$ cat src/rtl/wbq_pkg.sv
// Shared widths, depth default and queue entry layout for the writeback queue.
// Latency: none (types and constants only).
// Backpressure: not applicable.
package wbq_pkg;

    localparam int WBQ_DEPTH  = 4;
    localparam int WBQ_DATA_W = 16;
    localparam int WBQ_SEL_W  = 3;

    // One pending register-file write; valid marks a live slot in the ring.
    typedef struct packed {
        logic                  valid;
        logic [WBQ_SEL_W-1:0]  regSel;
        logic [WBQ_DATA_W-1:0] data;
    } entry_t;

endpackage

$ cat src/rtl/wbq_match.sv
// Youngest-match search over the queue ring for one forwarding lookup port.
// Latency: purely combinational.
// Backpressure: none; it only observes the entry array.
module wbq_match #(
    parameter int DEPTH  = 4,
    parameter int DATA_W = 16,
    parameter int SEL_W  = 3,
    parameter int PTR_W  = $clog2(DEPTH)
) (
    input  logic [DEPTH-1:0]             i_valid,
    input  logic [DEPTH-1:0][SEL_W-1:0]  i_sel,
    input  logic [DEPTH-1:0][DATA_W-1:0] i_data,
    input  logic [PTR_W-1:0]             i_head,
    input  logic [SEL_W-1:0]             i_look_sel,
    output logic                         o_hit,
    output logic [DATA_W-1:0]            o_data
);

    // Walk oldest to youngest starting at head; a later match overrides, so the youngest wins.
    always_comb begin
        logic [PTR_W-1:0] w_idx;
        o_hit  = 1'b0;
        o_data = '0;
        w_idx  = '0;
        for (int k = 0; k < DEPTH; k++) begin
            w_idx = i_head + PTR_W'(k);
            if (i_valid[w_idx] && (i_sel[w_idx] == i_look_sel)) begin
                o_hit  = 1'b1;
                o_data = i_data[w_idx];
            end
        end
    end

endmodule

$ cat src/rtl/wb_write_queue.sv
// In-order writeback queue feeding the 8x16b register file, with two forwarding lookups.
// Latency: one cycle from accept to write port; zero when WBQ_BYPASS_EN is defined and the queue is empty.
// Backpressure: reqReady drops when full (independent of a same-cycle drain); wbStall holds the head.
module wb_write_queue
    import wbq_pkg::*;
#(
    // Entry widths come from wbq_pkg::entry_t, so DATA_W/SEL_W track the package values.
    parameter int DEPTH  = WBQ_DEPTH,
    parameter int DATA_W = WBQ_DATA_W,
    parameter int SEL_W  = WBQ_SEL_W
) (
    input  logic                       clk,
    input  logic                       rst,
    input  logic                       reqValid,
    input  logic [SEL_W-1:0]           reqRegSel,
    input  logic [DATA_W-1:0]          reqData,
    output logic                       reqReady,
    input  logic                       wbStall,
    output logic [SEL_W-1:0]           writeRegSel,
    output logic [DATA_W-1:0]          writeData,
    output logic                       writeEn,
    input  logic [SEL_W-1:0]           look1RegSel,
    output logic                       look1Hit,
    output logic [DATA_W-1:0]          look1Data,
    input  logic [SEL_W-1:0]           look2RegSel,
    output logic                       look2Hit,
    output logic [DATA_W-1:0]          look2Data,
    output logic [$clog2(DEPTH):0]     count,
    output logic                       err
);

    localparam int PTR_W = $clog2(DEPTH);
    localparam int CNT_W = PTR_W + 1;

    entry_t               r_entries [DEPTH];
    logic [PTR_W-1:0]     r_head;
    logic [PTR_W-1:0]     r_tail;
    logic [CNT_W-1:0]     r_count;
    logic                 r_err;
    logic                 r_prev_blocked;
    logic [SEL_W-1:0]     r_prev_sel;
    logic [DATA_W-1:0]    r_prev_data;

    logic                 w_full;
    logic                 w_empty;
    logic                 w_q_pop;
    logic                 w_bypass;
    logic                 w_push;
    logic                 w_violation;

    logic [DEPTH-1:0]             w_valid;
    logic [DEPTH-1:0][SEL_W-1:0]  w_sel;
    logic [DEPTH-1:0][DATA_W-1:0] w_data;

    assign w_full  = (r_count == CNT_W'(DEPTH));
    assign w_empty = (r_count == '0);

    // Head drains whenever something is pending and the file port is free; reset kills the write.
    assign w_q_pop = !rst && !w_empty && !wbStall;

`ifdef WBQ_BYPASS_EN
    // Empty queue and free port: the request skips the ring and writes in the same cycle.
    assign w_bypass = !rst && w_empty && !wbStall && reqValid;
`else
    assign w_bypass = 1'b0;
`endif

    // Readiness looks only at occupancy so a full queue refuses even while draining.
    assign reqReady = !rst && !w_full;
    assign w_push   = reqValid && reqReady && !w_bypass;

    assign writeEn     = w_q_pop || w_bypass;
    assign writeRegSel = w_q_pop ? r_entries[r_head].regSel :
                         (w_bypass ? reqRegSel : '0);
    assign writeData   = w_q_pop ? r_entries[r_head].data :
                         (w_bypass ? reqData : '0);

    assign count = r_count;
    assign err   = r_err;

    // A producer that was refused last cycle must hold its request unchanged.
    assign w_violation = r_prev_blocked &&
                         (!reqValid || (reqRegSel != r_prev_sel) || (reqData != r_prev_data));

    // Flatten the ring for the lookup searchers; lookups miss while reset is asserted.
    always_comb begin
        w_valid = '0;
        w_sel   = '0;
        w_data  = '0;
        for (int i = 0; i < DEPTH; i++) begin
            w_valid[i] = r_entries[i].valid && !rst;
            w_sel[i]   = r_entries[i].regSel;
            w_data[i]  = r_entries[i].data;
        end
    end

    wbq_match #(
        .DEPTH  (DEPTH),
        .DATA_W (DATA_W),
        .SEL_W  (SEL_W),
        .PTR_W  (PTR_W)
    ) u_match1 (
        .i_valid    (w_valid),
        .i_sel      (w_sel),
        .i_data     (w_data),
        .i_head     (r_head),
        .i_look_sel (look1RegSel),
        .o_hit      (look1Hit),
        .o_data     (look1Data)
    );

    wbq_match #(
        .DEPTH  (DEPTH),
        .DATA_W (DATA_W),
        .SEL_W  (SEL_W),
        .PTR_W  (PTR_W)
    ) u_match2 (
        .i_valid    (w_valid),
        .i_sel      (w_sel),
        .i_data     (w_data),
        .i_head     (r_head),
        .i_look_sel (look2RegSel),
        .o_hit      (look2Hit),
        .o_data     (look2Data)
    );

    // Ring pointers, occupancy, entry storage and the sticky handshake monitor.
    always_ff @(posedge clk) begin
        if (rst) begin
            for (int i = 0; i < DEPTH; i++) begin
                r_entries[i] <= '0;
            end
            r_head         <= '0;
            r_tail         <= '0;
            r_count        <= '0;
            r_err          <= 1'b0;
            r_prev_blocked <= 1'b0;
            r_prev_sel     <= '0;
            r_prev_data    <= '0;
        end else begin
            if (w_push) begin
                r_entries[r_tail] <= '{valid: 1'b1, regSel: reqRegSel, data: reqData};
                r_tail            <= r_tail + PTR_W'(1);
            end
            if (w_q_pop) begin
                r_entries[r_head].valid <= 1'b0;
                r_head                  <= r_head + PTR_W'(1);
            end
            r_count        <= r_count + CNT_W'(w_push) - CNT_W'(w_q_pop);
            r_prev_blocked <= reqValid && !reqReady;
            r_prev_sel     <= reqRegSel;
            r_prev_data    <= reqData;
            if (w_violation) begin
                r_err <= 1'b1;
            end
        end
    end

endmodule

$ cat config.mk
export PLATFORM = sky130hd
export DESIGN_NAME = wb_write_queue
export DESIGN_NICKNAME = d
export VERILOG_FILES = /design/src/rtl/wbq_pkg.sv /design/src/rtl/wbq_match.sv /design/src/rtl/wb_write_queue.sv
export SDC_FILE = /design/constraint.sdc
export NUM_CORES = 1
export LEC_CHECK = 0
export CAP_MARGIN = 20
export CORE_AREA = 2 2 142 144
export CTS_CLUSTER_SIZE = 30
export DETAILED_ROUTE_END_ITERATION = 10
export DIE_AREA = 0 0 144 146
export PLACE_DENSITY_LB_ADDON = 0.25
export SYNTH_ARGS = -nofsm -noshare
export SYNTH_HDL_FRONTEND = slang
export SYNTH_HIERARCHICAL = 1
export SYNTH_SLANG_ARGS = --single-unit
$ cat constraint.sdc
create_clock -name clk -period 3.75 [get_ports clk]
set_clock_uncertainty 0.2 [all_clocks]
set_input_delay 0.5625 -clock clk [delete_from_list [all_inputs] [get_ports clk]]
set_output_delay 0.5625 -clock clk [all_outputs]
set_load 0.005 [all_outputs]
# After elaboration in Yosys (flattened, before gate mapping)
# Memories as Yosys holds them, arrays and structs flattened. A register that Yosys moved wholly into a read port is not among the register bits.
# Cells that the tools add are included.
[classes]
n_eq_ne = 11
add_sub_neg = 6
bitwise = 0
reduce_logical = 29
shift = 0
n_div = 0
n_mul = 0
n_mux = 58
magnitude_cmp = 4
[ops]
columns = ["cell", "count"]
rows = [
  ["16-bit 2-to-1 mux", 13],
  ["16-bit binary-select mux with 2-bit select", 4],
  ["20-bit 2-to-1 mux", 2],
  ["20-bit OR reduction", 2],
  ["3-bit binary-select mux with 2-bit select", 4],
  ["3-bit equality test", 8],
  ["1-bit 2-to-1 mux", 21],
  ["1-bit logical AND", 18],
  ["16-bit inequality test", 1],
  ["3-bit 2-to-1 mux", 5],
  ["2-bit by 3-bit less-than comparator with 1-bit output, second input constant", 4],
  ["2-bit 2-to-1 mux", 5],
  ["1-bit binary-select mux with 2-bit select", 4],
  ["1-bit logical NOT", 6],
  ["2-bit by 1-bit adder with 2-bit output, second input constant", 2],
  ["2-bit adder, second input constant", 2],
  ["3-bit by 1-bit adder with 3-bit output", 1],
  ["3-bit equality test, second input constant", 1],
  ["3-bit logical NOT", 1],
  ["3-bit inequality test", 1],
  ["3-bit by 1-bit subtractor with 3-bit output", 1],
  ["1-bit logical OR", 2],
]
[totals]
romBits = 0
regBits = 28
ramBits = 80
wordCells = 116
latch_bits = 0
in_bits = 29
memories = 1
out_inout_bits = 59
[mem_list]
columns = ["memory", "words", "width", "read_ports", "rd_ports_with_merged_regs", "wr", "line_no", "rtl"]
rows = [
  ["r_entries", 4, 20, 5, 1, 4, "wb_write_queue.sv:35", "entry_t r_entries [DEPTH];"],
]

# Logic depth before layout (Yosys ltp)
# Gate-level depths: netlist (run 1).
[logic_depth]
word_depth = 9
depth_mapped = 11
ltp_nobuf = 11

# By module
# The synthesis (run 1) kept the hierarchy.
[by_module_without_submodules]
columns = ["mod", "n_inst", "cells_per_inst", "seq_area_each_um2", "area_each_um2"]
rows = [
  ["wb_write_queue", 1, 342, 2962.8, 4835.9],
  ["wbq_match", 2, 328, 0.0, 2353.5],
]

# Worst setup path before layout (run 1)
# Ideal clock, no wire load.
[synth_timing]
path_kind = "input -> output"
start = "input port rst"
end = "output port look1Data[5]"
setup_slack_ns = 0.622
t_required_ns = 2.987
cell_stages = 10
n_path_buf = 3
arrival_time_ns = 2.365
cell_sequence = "clkbuf_1 -> nor2b_1 -> inv_1 -> o32ai_1 -> and4_1 -> buf_4 -> a21o_2 -> buf_4 -> a211oi_1 -> a221oi_2"
[synth_between]
elab_chain_len = 9
word_cells_on_any_way = 21
cone_classes = "mux: 12; reduce/logical: 9"
[synth_lines]
columns = ["element", "line_no", "rtl"]
rows = [
  ["from (decl)", "wb_write_queue.sv:13", "input logic rst,"],
  ["1-bit logical NOT (*)", "wb_write_queue.sv:91", "w_valid[i] = r_entries[i].valid && !rst;"],
  ["1-bit logical AND (*)", "wb_write_queue.sv:91", ""],
  ["via w_valid[2]", "wb_write_queue.sv:51", "logic [DEPTH-1:0] w_valid;"],
  ["1-bit binary-select mux with 2-bit select", "wbq_match.sv:27", "if (i_valid[w_idx] && (i_sel[w_idx] == i_look_sel)) begin"],
  ["1-bit 2-to-1 mux (not written as such)", "wbq_match.sv:27", ""],
  ["1-bit logical AND", "wbq_match.sv:27", ""],
  ["16-bit 2-to-1 mux (3 in a row)", "wbq_match.sv:27", ""],
  ["16-bit 2-to-1 mux (*)", "wbq_match.sv:27", ""],
  ["to (decl)", "wb_write_queue.sv:24", "output logic [DATA_W-1:0] look1Data,"],
]
# Mark *: on every way through the listed nets, which the timed path passes. The rest lies on a longest branch. The select of a mux whose other input is x is not followed.

# Worst setup path after layout (run 1)
[layout_timing]
start = "input port look2RegSel[2]"
end = "output port look2Data[4]"
[layout_between]
elab_chain_len = 6
word_cells_on_any_way = 12
cone_classes = "eq/ne: 4; mux: 4; reduce/logical: 4"
[layout_lines]
columns = ["element", "line_no", "rtl"]
rows = [
  ["from (decl)", "wb_write_queue.sv:25", "input logic [SEL_W-1:0] look2RegSel,"],
  ["3-bit equality test", "wbq_match.sv:27", ""],
  ["1-bit logical AND", "wbq_match.sv:27", ""],
  ["16-bit 2-to-1 mux (3 in a row)", "wbq_match.sv:27", ""],
  ["16-bit 2-to-1 mux (*)", "wbq_match.sv:27", ""],
  ["to (decl)", "wb_write_queue.sv:27", "output logic [DATA_W-1:0] look2Data,"],
]
# Every way passes the cells marked *; elsewhere a longest branch is shown, timed or not.

==> metrics.md, run 1 <==
| Metric | Value |
|---|---|
| Maximum vdd drop | `300 µV` |
| Number of synthesized flops with an enable pin | `76` |
| Met2 routed WL | `11500 µm` |
| Top-Level Pins | `88` |
| Slew Limit Fails | `0` |
| Worst min path class | `reg -> reg` |
| Die Area | `roughly 21000 µm²` |
| Reg area | `2970 µm²` |
| First-pass GRT wire length | `between 30000 and 40000 µm` |
| Iter 0 DRT Violations | `825` |
| Finished Cell Area | `11600 µm²` |
| Yosys top cell area share | `about a quarter` |
| Fillers | `1628` |
| Setup violators final | `2` |
| DR DRC count | `0` |
| Dominant cell type by area after synthesis | `edfxtp_1` |
| R2r startpoint | `count[1]` |
| Crit path cell chain | `clkdlybuf4s50_1 > buf_6 > xor2_1 > nand4_1 > o41ai_4 > buf_6 > and2_4 > buf_4 > a221oi_2 > buf_4 > clkdlybuf4s50_1` |
| Yosys warning count | `6` |
| Top Family by Delay on Critical Path | `buffers and inverters` |
| Synthesized area per cell | `9.56 µm²` |
| PortBufs | `slightly below 90` |
| Largest net degree at the start of global routing | `about 200` |
| Hold Fails Final Rpt | `0` |
| Seq/Total Area, Yosys | `between 30% and 40%` |
| Commonest non-fill, non-tap cell in the layout | `nand2_1` |
| Unrepaired setup endpoints after global routing | `yes` |
| Number of global-route vias before repair | `between 7000 and 8000` |
| WL/cell | `19.3 µm` |
| Gr ovfl total | `0` |
| Post-synthesis instance total | `998` |
| Post-synth ARST share | `0%` |
| Dominant cells by area after synthesis | `edfxtp_1 24%, mux2i_1 9.0%, a211oi_1 7.6%` |
| Worst setup path class | `in -> out` |
| Most frequent cells in the layout | `104 x nand2_1, 98 x and2_1, 95 x a211oi_1, 84 x mux2i_1, 76 x edfxtp_1` |
| WL met3 | `1670 µm` |
| Netlist cell types | `54` |
| Final ANT Viol Nets | `0` |
| Num rows | `51` |
| Outcome | `complete, but fails checks` |
| CTS tree | `done` |
| Die H | `146 µm` |
| Placed cells | `1324` |
| RePlAce Congestion | `0.858` |
| Worst path max stage delay | `0.49 ns` |
| HP Start | `r_prev_blocked` |
| Drt via density | `a little under 6` |
| Detailed Routing Iterations Pass 1 | `6` |
| Failing checks | `negative setup slack` |
| CTS Buf Count | `9` |
| Met1 wire length | `12600 µm` |
| Worst path slowest cell | `clkdlybuf4s50_1` |
| Nets@finish | `roughly 1100` |
| Via Count | `7989` |
| Worst slew margin | `around 55%` |
| Clock root cell | `clkbuf_16` |
| Mapped cell area | `9540 µm²` |
| CP Capture Type | `output pin` |
| Leak pwr | `4.28 nW` |
| Fin crit share | `101%` |
| Worst Path Required | `2.99 ns` |
| Setup TNS | `-0.0775 ns` |
| Max layer used | `met4` |
| Yosys reg bits | `110` |
| Die width | `144 µm` |
| Synth Flop Type | `edfxtp_1` |
| Area taken by multi-input logic gates | `between 6000 and 7000 µm²` |
| # clock sinks | `110` |
| Reg clk slew, reported paths | `0.07 ns` |
| CORE AREA | `between 15000 and 20000 µm²` |
| Syn_nets | `just over 1000` |
| Post-Place Worst Slack | `-0.798 ns` |
| WL final | `around 26000 µm` |
| Worst Setup SP | `look2RegSel[2]` |
| Pwr/cell area | `412 nW/µm²` |
| Worst slew pin tran | `0.677 ns` |
| CTS Hold Buffers Added | `0` |
| Tot Pwr | `4.79 mW` |
| Post-DP Area | `10800 µm²` |
| Post-DP HPWL | `18200 µm` |
| Total of max-cap violations | `0` |
| Non-Filler Instances | `1364` |
| Arr. time, crit path | `~3.0 ns` |
| H-Tree Depth | `3` |
| Buffer and inverter count on the worst path | `6` |
| GRT Overall Usage | `24.3%` |
| Area Growth Syn to Fin | `22.0%` |
| Share of cells above drive strength 1 | `about a quarter` |
| Worst setup SP type | `input pin` |
| Initial antenna violation count | `0` |
| Initial Util | `49.4%` |
| Crit-path max FO | `6` |
| Clock latency on the worst-skew pair | `0.34 ns` |
| Fin worst setup slack | `-0.0553 ns` |
| Achievable Freq | `0.263 GHz` |
| Tmin final | `about 3.8 ns` |
| Antenna cell count | `0` |
| Clock Path Buffers | `2` |
-- cell usage after synthesis (2+ instances only) --
| cell | n |
|---|---|
| a221oi_2 | 20 |
| or2_2 | 3 |
| a22oi_1 | 2 |
| buf_8 | 4 |
| a211oi_1 | 97 |
| ha_1 | 6 |
| mux4_2 | 19 |
| inv_1 | 10 |
| and3b_1 | 2 |
| xor2_1 | 12 |
| and2_0 | 2 |
| o21ai_0 | 67 |
| a221oi_1 | 12 |
| mux2_4 | 2 |
| o41ai_4 | 2 |
| nor3_1 | 5 |
| nor3b_2 | 2 |
| nand3b_4 | 2 |
| nor3_2 | 3 |
| a32oi_1 | 2 |
| buf_2 | 28 |
| dfxtp_1 | 34 |
| mux2_2 | 64 |
| and4_1 | 2 |
| buf_6 | 6 |
| buf_4 | 8 |
| a21o_2 | 2 |
| xnor2_1 | 39 |
| a2bb2oi_1 | 3 |
| nor2b_1 | 28 |
| a21oi_1 | 2 |
| mux2i_1 | 86 |
| nor4b_1 | 2 |
| and2_1 | 97 |
| nand4_1 | 6 |
| nand2_1 | 104 |
| a2bb2oi_2 | 2 |
| edfxtp_1 | 76 |
| o32ai_1 | 4 |
| nor2_1 | 75 |
| clkbuf_1 | 42 |
| clkbuf_2 | 2 |
-- power breakdown --
part / switching [mW] / internal [mW] / total (mW)
logic: 1.21 / 0.997 / 2.21
registers: 0.203 / 1.44 / 1.64
clock network: 0.401 / 0.538 / 0.940
total: 1.82 / 2.98 / 4.79
-- final timing paths --
path	cells after the start	slack, ns	end
worst max register to register	10	1.29	count[2]
worst min register to register	2	0.27	err
worst min-delay path	2	0.27	err
worst max-delay path	11	-0.06	look2Data[4]
-- state kept, by name (all words and copies together) (netlist names), named ones only --
| signal | flops |
|---|---|
| r_entries | 80 |
| r_prev_data | 16 |
| count | 3 |
| r_prev_sel | 3 |
| r_head | 2 |
| r_tail | 2 |
| err | 1 |
| r_prev_blocked | 1 |
-- logic make-up (layout without fill, tap and decap cells) --
kind of cell             count (synthesis)  count (layout)  share of synthesized area [%]
flip-flops                             110             110                           31.0
XOR/XNOR                                51              51                           4.68
buffers and inverters                  101             200                           5.62
AO/OA/AOI/OAI                          219             219                           17.9
multiplexers                           171             173                           21.4
adder cells (fa/ha/maj)                  7               7                          0.996
AND/OR/NAND/NOR                        339             339                           18.4
-- per-stage QoR --
step / hold WS, ns / util (%)
2_1_floorplan: 0.243 / -
3_3_place_gp: 0.261 / 56.0
3_5_place_dp: 0.262 / 56.0
4_1_cts: 0.272 / 59.5
5_1_grt: 0.332 / 60.2
6_report: 0.272 / 60.2
-- area by class of cell --
type                            count  share of cell area, %
Clock buffer                       13                   2.15
Clock inverter                      3                  0.376
Inverter                           11                  0.355
Multi-Input combinational cell    789                   54.3
Sequential cell                   110                   25.5
Tap cell                          265                   2.85
Timing Repair Buffer              173                   14.5
-- repair_timing --
action                     CTS  global route
pin swaps                   10             7
setup buffers               16             5
gates cloned                 4             0
resized for setup           65            26
setup endpoints to repair   34            19
-- worst min-delay path: stages (launching register included) --
cell and delay (ns):
dfxtp_1 0.30, nor2_1 0.08, a211oi_1 0.05
-- routing by layer --
metal,up-vias,GRT usage (%)
li1,3848,-
met1,3827,38.0
met2,288,35.5
met3,26,2.47
met4,0,7.11
met5,-,0
No activity file was read; power rests on OpenSTA's default activity.
==> inputs of run 2 (changes only) <==
--- a/config.mk
+++ b/config.mk
@@ -10,7 +10,7 @@
 export CTS_CLUSTER_SIZE = 30
 export DETAILED_ROUTE_END_ITERATION = 10
 export DIE_AREA = 0 0 144 146
-export PLACE_DENSITY_LB_ADDON = 0.25
+export PLACE_DENSITY = 0.7
 export SYNTH_ARGS = -nofsm -noshare
 export SYNTH_HDL_FRONTEND = slang
 export SYNTH_HIERARCHICAL = 1
==> constraint.sdc (replaced) <==
create_clock -name clk -period 3.75 [get_ports clk]
set_clock_uncertainty 0.2 [all_clocks]
set_input_delay 0.375 -clock clk [delete_from_list [all_inputs] [get_ports clk]]
set_output_delay 0.375 -clock clk [all_outputs]
set_load 0.005 [all_outputs]
==> metrics.md, run 2 (same netlist as run 1, synthesis figures left out) <==
| Metric | Value |
|---|---|
| Clock latency on the worst-skew pair | `0.35 ns (was 0.34 ns)` |
| CP Capture Type | `output pin (unchanged)` |
| Commonest non-fill, non-tap cell in the layout | `nand2_1 (unchanged)` |
| Finished Cell Area | `11300 µm² (was 11600 µm²)` |
| Share of cells above drive strength 1 | `20.7% (was 23.9%)` |
| GRT Overall Usage | `25.0% (was 24.3%)` |
| Placed cells | `1304 (was 1324)` |
| P_int | `2.88 mW (was 2.98 mW)` |
| Detailed Routing Iterations Pass 1 | `7 (was 6)` |
| Tot Pwr | `4.69 mW (was 4.79 mW)` |
| Most frequent cells in the layout | `104 x nand2_1, 98 x and2_1, 97 x a211oi_1, 84 x mux2i_1, 79 x clkdlybuf4s50_1 (was 104 x nand2_1, 98 x and2_1, 95 x a211oi_1, 84 x mux2i_1, 76 x edfxtp_1)` |
| Non-Filler Instances | `1332 (was 1364)` |
| WL met3 | `1680 µm (was 1670 µm)` |
| Slew Limit Fails | `0 (unchanged)` |
| Maximum vdd drop | `319 µV (was 300 µV)` |
| Logic pwr share | `46.8% (was 46.1%)` |
| Achievable Freq | `0.270 GHz (was 0.263 GHz)` |
| Met2 routed WL | `12000 µm (was 11500 µm)` |
| Fin crit share | `98.9% (was 101%)` |
| H-Tree Depth | `3 (unchanged)` |
| Reg clk slew, reported paths | `0.07 ns (about the same)` |
| RePlAce Congestion | `0.916 (was 0.858)` |
| Met1 wire length | `12400 µm (was 12600 µm)` |
| Worst path max stage delay | `0.60 ns (was 0.49 ns)` |
| Clock Path Buffers | `2 (unchanged)` |
| R2r startpoint | `count[1] (unchanged)` |
| Die Area | `21000 µm² (unchanged)` |
| Arr. time, crit path | `3.13 ns (was 3.04 ns)` |
| R2R Setup Slk | `1.31 ns (was 1.29 ns)` |
| Sequential share of power | `34.7% (was 34.3%)` |
| Pwr/cell area | `414 nW/µm² (was 412 nW/µm²)` |
| Crit path cell chain | `clkdlybuf4s50_1 > xor2_1 > o32ai_2 > nand4_1 > o41ai_4 > buf_12 > and2_0 > buf_4 > a221oi_1 > clkdlybuf4s50_1 (was clkdlybuf4s50_1 > buf_6 > xor2_1 > nand4_1 > o41ai_4 > buf_6 > and2_4 > buf_4 > a221oi_2 > buf_4 > clkdlybuf4s50_1)` |
| Hold path cells | `2 (unchanged)` |
| WL final | `26600 µm (was 26300 µm)` |
| Worst slew margin | `57.9% (was 54.9%)` |
| Via Count | `7850 (was 7989)` |
| Most frequent CP cell | `clkdlybuf4s50_1` |
| Number of global-route vias before repair | `7172 (was 7021)` |
| Top Family by Delay on Critical Path | `buffers and inverters (unchanged)` |
| # clock sinks | `110 (unchanged)` |
| Setup TNS | `0 ns (was -0.0775 ns)` |
| Max reg flops | `80 (unchanged)` |
| CORE AREA | `19300 µm² (unchanged)` |
| Antenna cell count | `0 (unchanged)` |
| Final ANT Viol Nets | `0 (unchanged)` |
| Worst setup path class | `in -> out (unchanged)` |
| Worst setup SP type | `input pin (unchanged)` |
| PortBufs | `87 (unchanged)` |
| Switching power total | `1.81 mW (was 1.82 mW)` |
| HP Start | `r_prev_blocked (unchanged)` |
| Buffer and inverter count on the worst path | `4 (was 6)` |
| First-pass GRT wire length | `40900 µm (was 40000 µm)` |
| Hold Fails Final Rpt | `0 (unchanged)` |
| Top-Level Pins | `88 (unchanged)` |
| CTS tree | `done (unchanged)` |
| Worst Reg2Reg Path Length in Cells | `10 (unchanged)` |
| RR Endpoint | `count[2] (unchanged)` |
| Post-layout util | `58.5% (was 60.2%)` |
| Area Growth Syn to Fin | `18.6% (was 22.0%)` |
| Max layer used | `met4 (unchanged)` |
| CTS Hold Buffers Added | `0 (unchanged)` |
| Nets@finish | `1098 (was 1130)` |
| Post-Place Worst Slack | `-0.202 ns (was -0.798 ns)` |
| Fin worst setup slack | `0.0429 ns (was -0.0553 ns)` |
| Die width | `144 µm (unchanged)` |
| Initial Util | `49.4% (unchanged)` |
| Worst path slowest cell | `clkdlybuf4s50_1 (unchanged)` |
| Largest net degree at the start of global routing | `126 (was 195)` |
| Initial antenna violation count | `1 (was 0)` |
| Hold worst-path end | `err (unchanged)` |
| Clock root cell | `clkbuf_16 (unchanged)` |
| Gr ovfl total | `0 (unchanged)` |
| DR DRC count | `0 (unchanged)` |
| Worst min path class | `reg -> reg (unchanged)` |
| Tmin final | `3.71 ns (was 3.81 ns)` |
| Final hold slack | `0.281 ns (was 0.272 ns)` |
| Leak pwr | `3.84 nW (was 4.28 nW)` |
| Clock share of power | `18.5% (was 19.6%)` |
| Outcome | `completed (was complete, but fails checks)` |
| Iter 0 DRT Violations | `732 (was 825)` |
| Biggest regs | `r_entries: 80 flops, r_prev_data: 16 flops (unchanged)` |
| Die H | `146 µm (unchanged)` |
| Worst Path Required | `3.17 ns (was 2.99 ns)` |
| Drt via density | `5.89 (was 5.86)` |
| Worst slew pin tran | `0.631 ns (was 0.677 ns)` |
| CTS Buf Count | `9 (unchanged)` |
| Post-DP Area | `10700 µm² (was 10800 µm²)` |
| Most flop-heavy register | `r_entries (unchanged)` |
| Crit-path max FO | `18 (was 6)` |
| Total of max-cap violations | `0 (unchanged)` |
| Switching share of power | `38.5% (was 37.9%)` |
| Post-DP HPWL | `18300 µm (was 18200 µm)` |
| WL/cell | `19.9 µm (was 19.3 µm)` |
| Num rows | `51 (unchanged)` |
| Setup violators final | `0 (was 2)` |
run 2: what timing repair did:
action / CTS / global route
pin swaps: 2 / 2
hold endpoints to repair: 0 / 0
endpoints found under the setup margin: 26 / 31
gates cloned: 2 / 0
setup buffers: 4 / 6
gates resized for setup: 12 / 26
run 2: power by group through the flow:
stage	sequential, mW	combinational, mW	clock [mW]
3_3_place_gp	1.64	2.07	0
4_1_cts	1.62	2.14	0.887
2_1_floorplan	1.55	1.67	0
6_report	1.63	2.20	0.869
5_1_grt	1.64	2.41	0.924
3_5_place_dp	1.65	2.09	0
run 2: worst max path at each step:
stage | slack, ns | endpoint | depth (start not counted) | from
6_report | 0.04 | look1Data[1] | 10 | look1RegSel[1]
5_1_grt | -0.009 | look1Data[1] | 10 | look1RegSel[1]
4_1_cts | 0.004 | look1Data[1] | 11 | rst
3_5_place_dp | -0.20 | look2Data[2] | 11 | rst
3_3_place_gp | -0.11 | look2Data[2] | 11 | rst
2_1_floorplan | 1.0 | look1Data[5] | 10 | rst
run 2: worst register-to-register path: stages, from the launching register on:
cell	delay, ns
dfxtp_1	0.39
nor3_1	0.39
nor3_2	0.08
ha_1	0.31
inv_1	0.06
ha_1	0.12
inv_1	0.04
fa_1	0.37
xor2_1	0.17
xnor2_1	0.14
nor2_1	0.05
run 2: cell type report:
type	instances	area [µm²]
clock buffer	12	246
clock inverter	4	23.8
fill	1637	8020
inverter	11	41.3
multi-input combinational	789	6240
sequential	110	2970
tap	265	332
timing repair buffer	141	1460
run 2: routing by layer:
layer  vias to the layer above  GRT usage [%]
met5                         -              0
met4                         0           6.67
met3                        36           3.32
met2                       299           37.2
met1                      3714           37.9
li1                       3801              -
==> inputs of run 3 (changes only) <==
--- a/config.mk
+++ b/config.mk
@@ -5,6 +5,7 @@
 export SDC_FILE = /design/constraint.sdc
 export NUM_CORES = 1
 export LEC_CHECK = 0
+export ABC_CLOCK_PERIOD_IN_PS = 3750
 export CAP_MARGIN = 20
 export CORE_AREA = 2 2 142 144
 export CTS_CLUSTER_SIZE = 30
==> results of run 3 <==
Same layout as run 2: the final DEF is identical, and so are final timing and power.
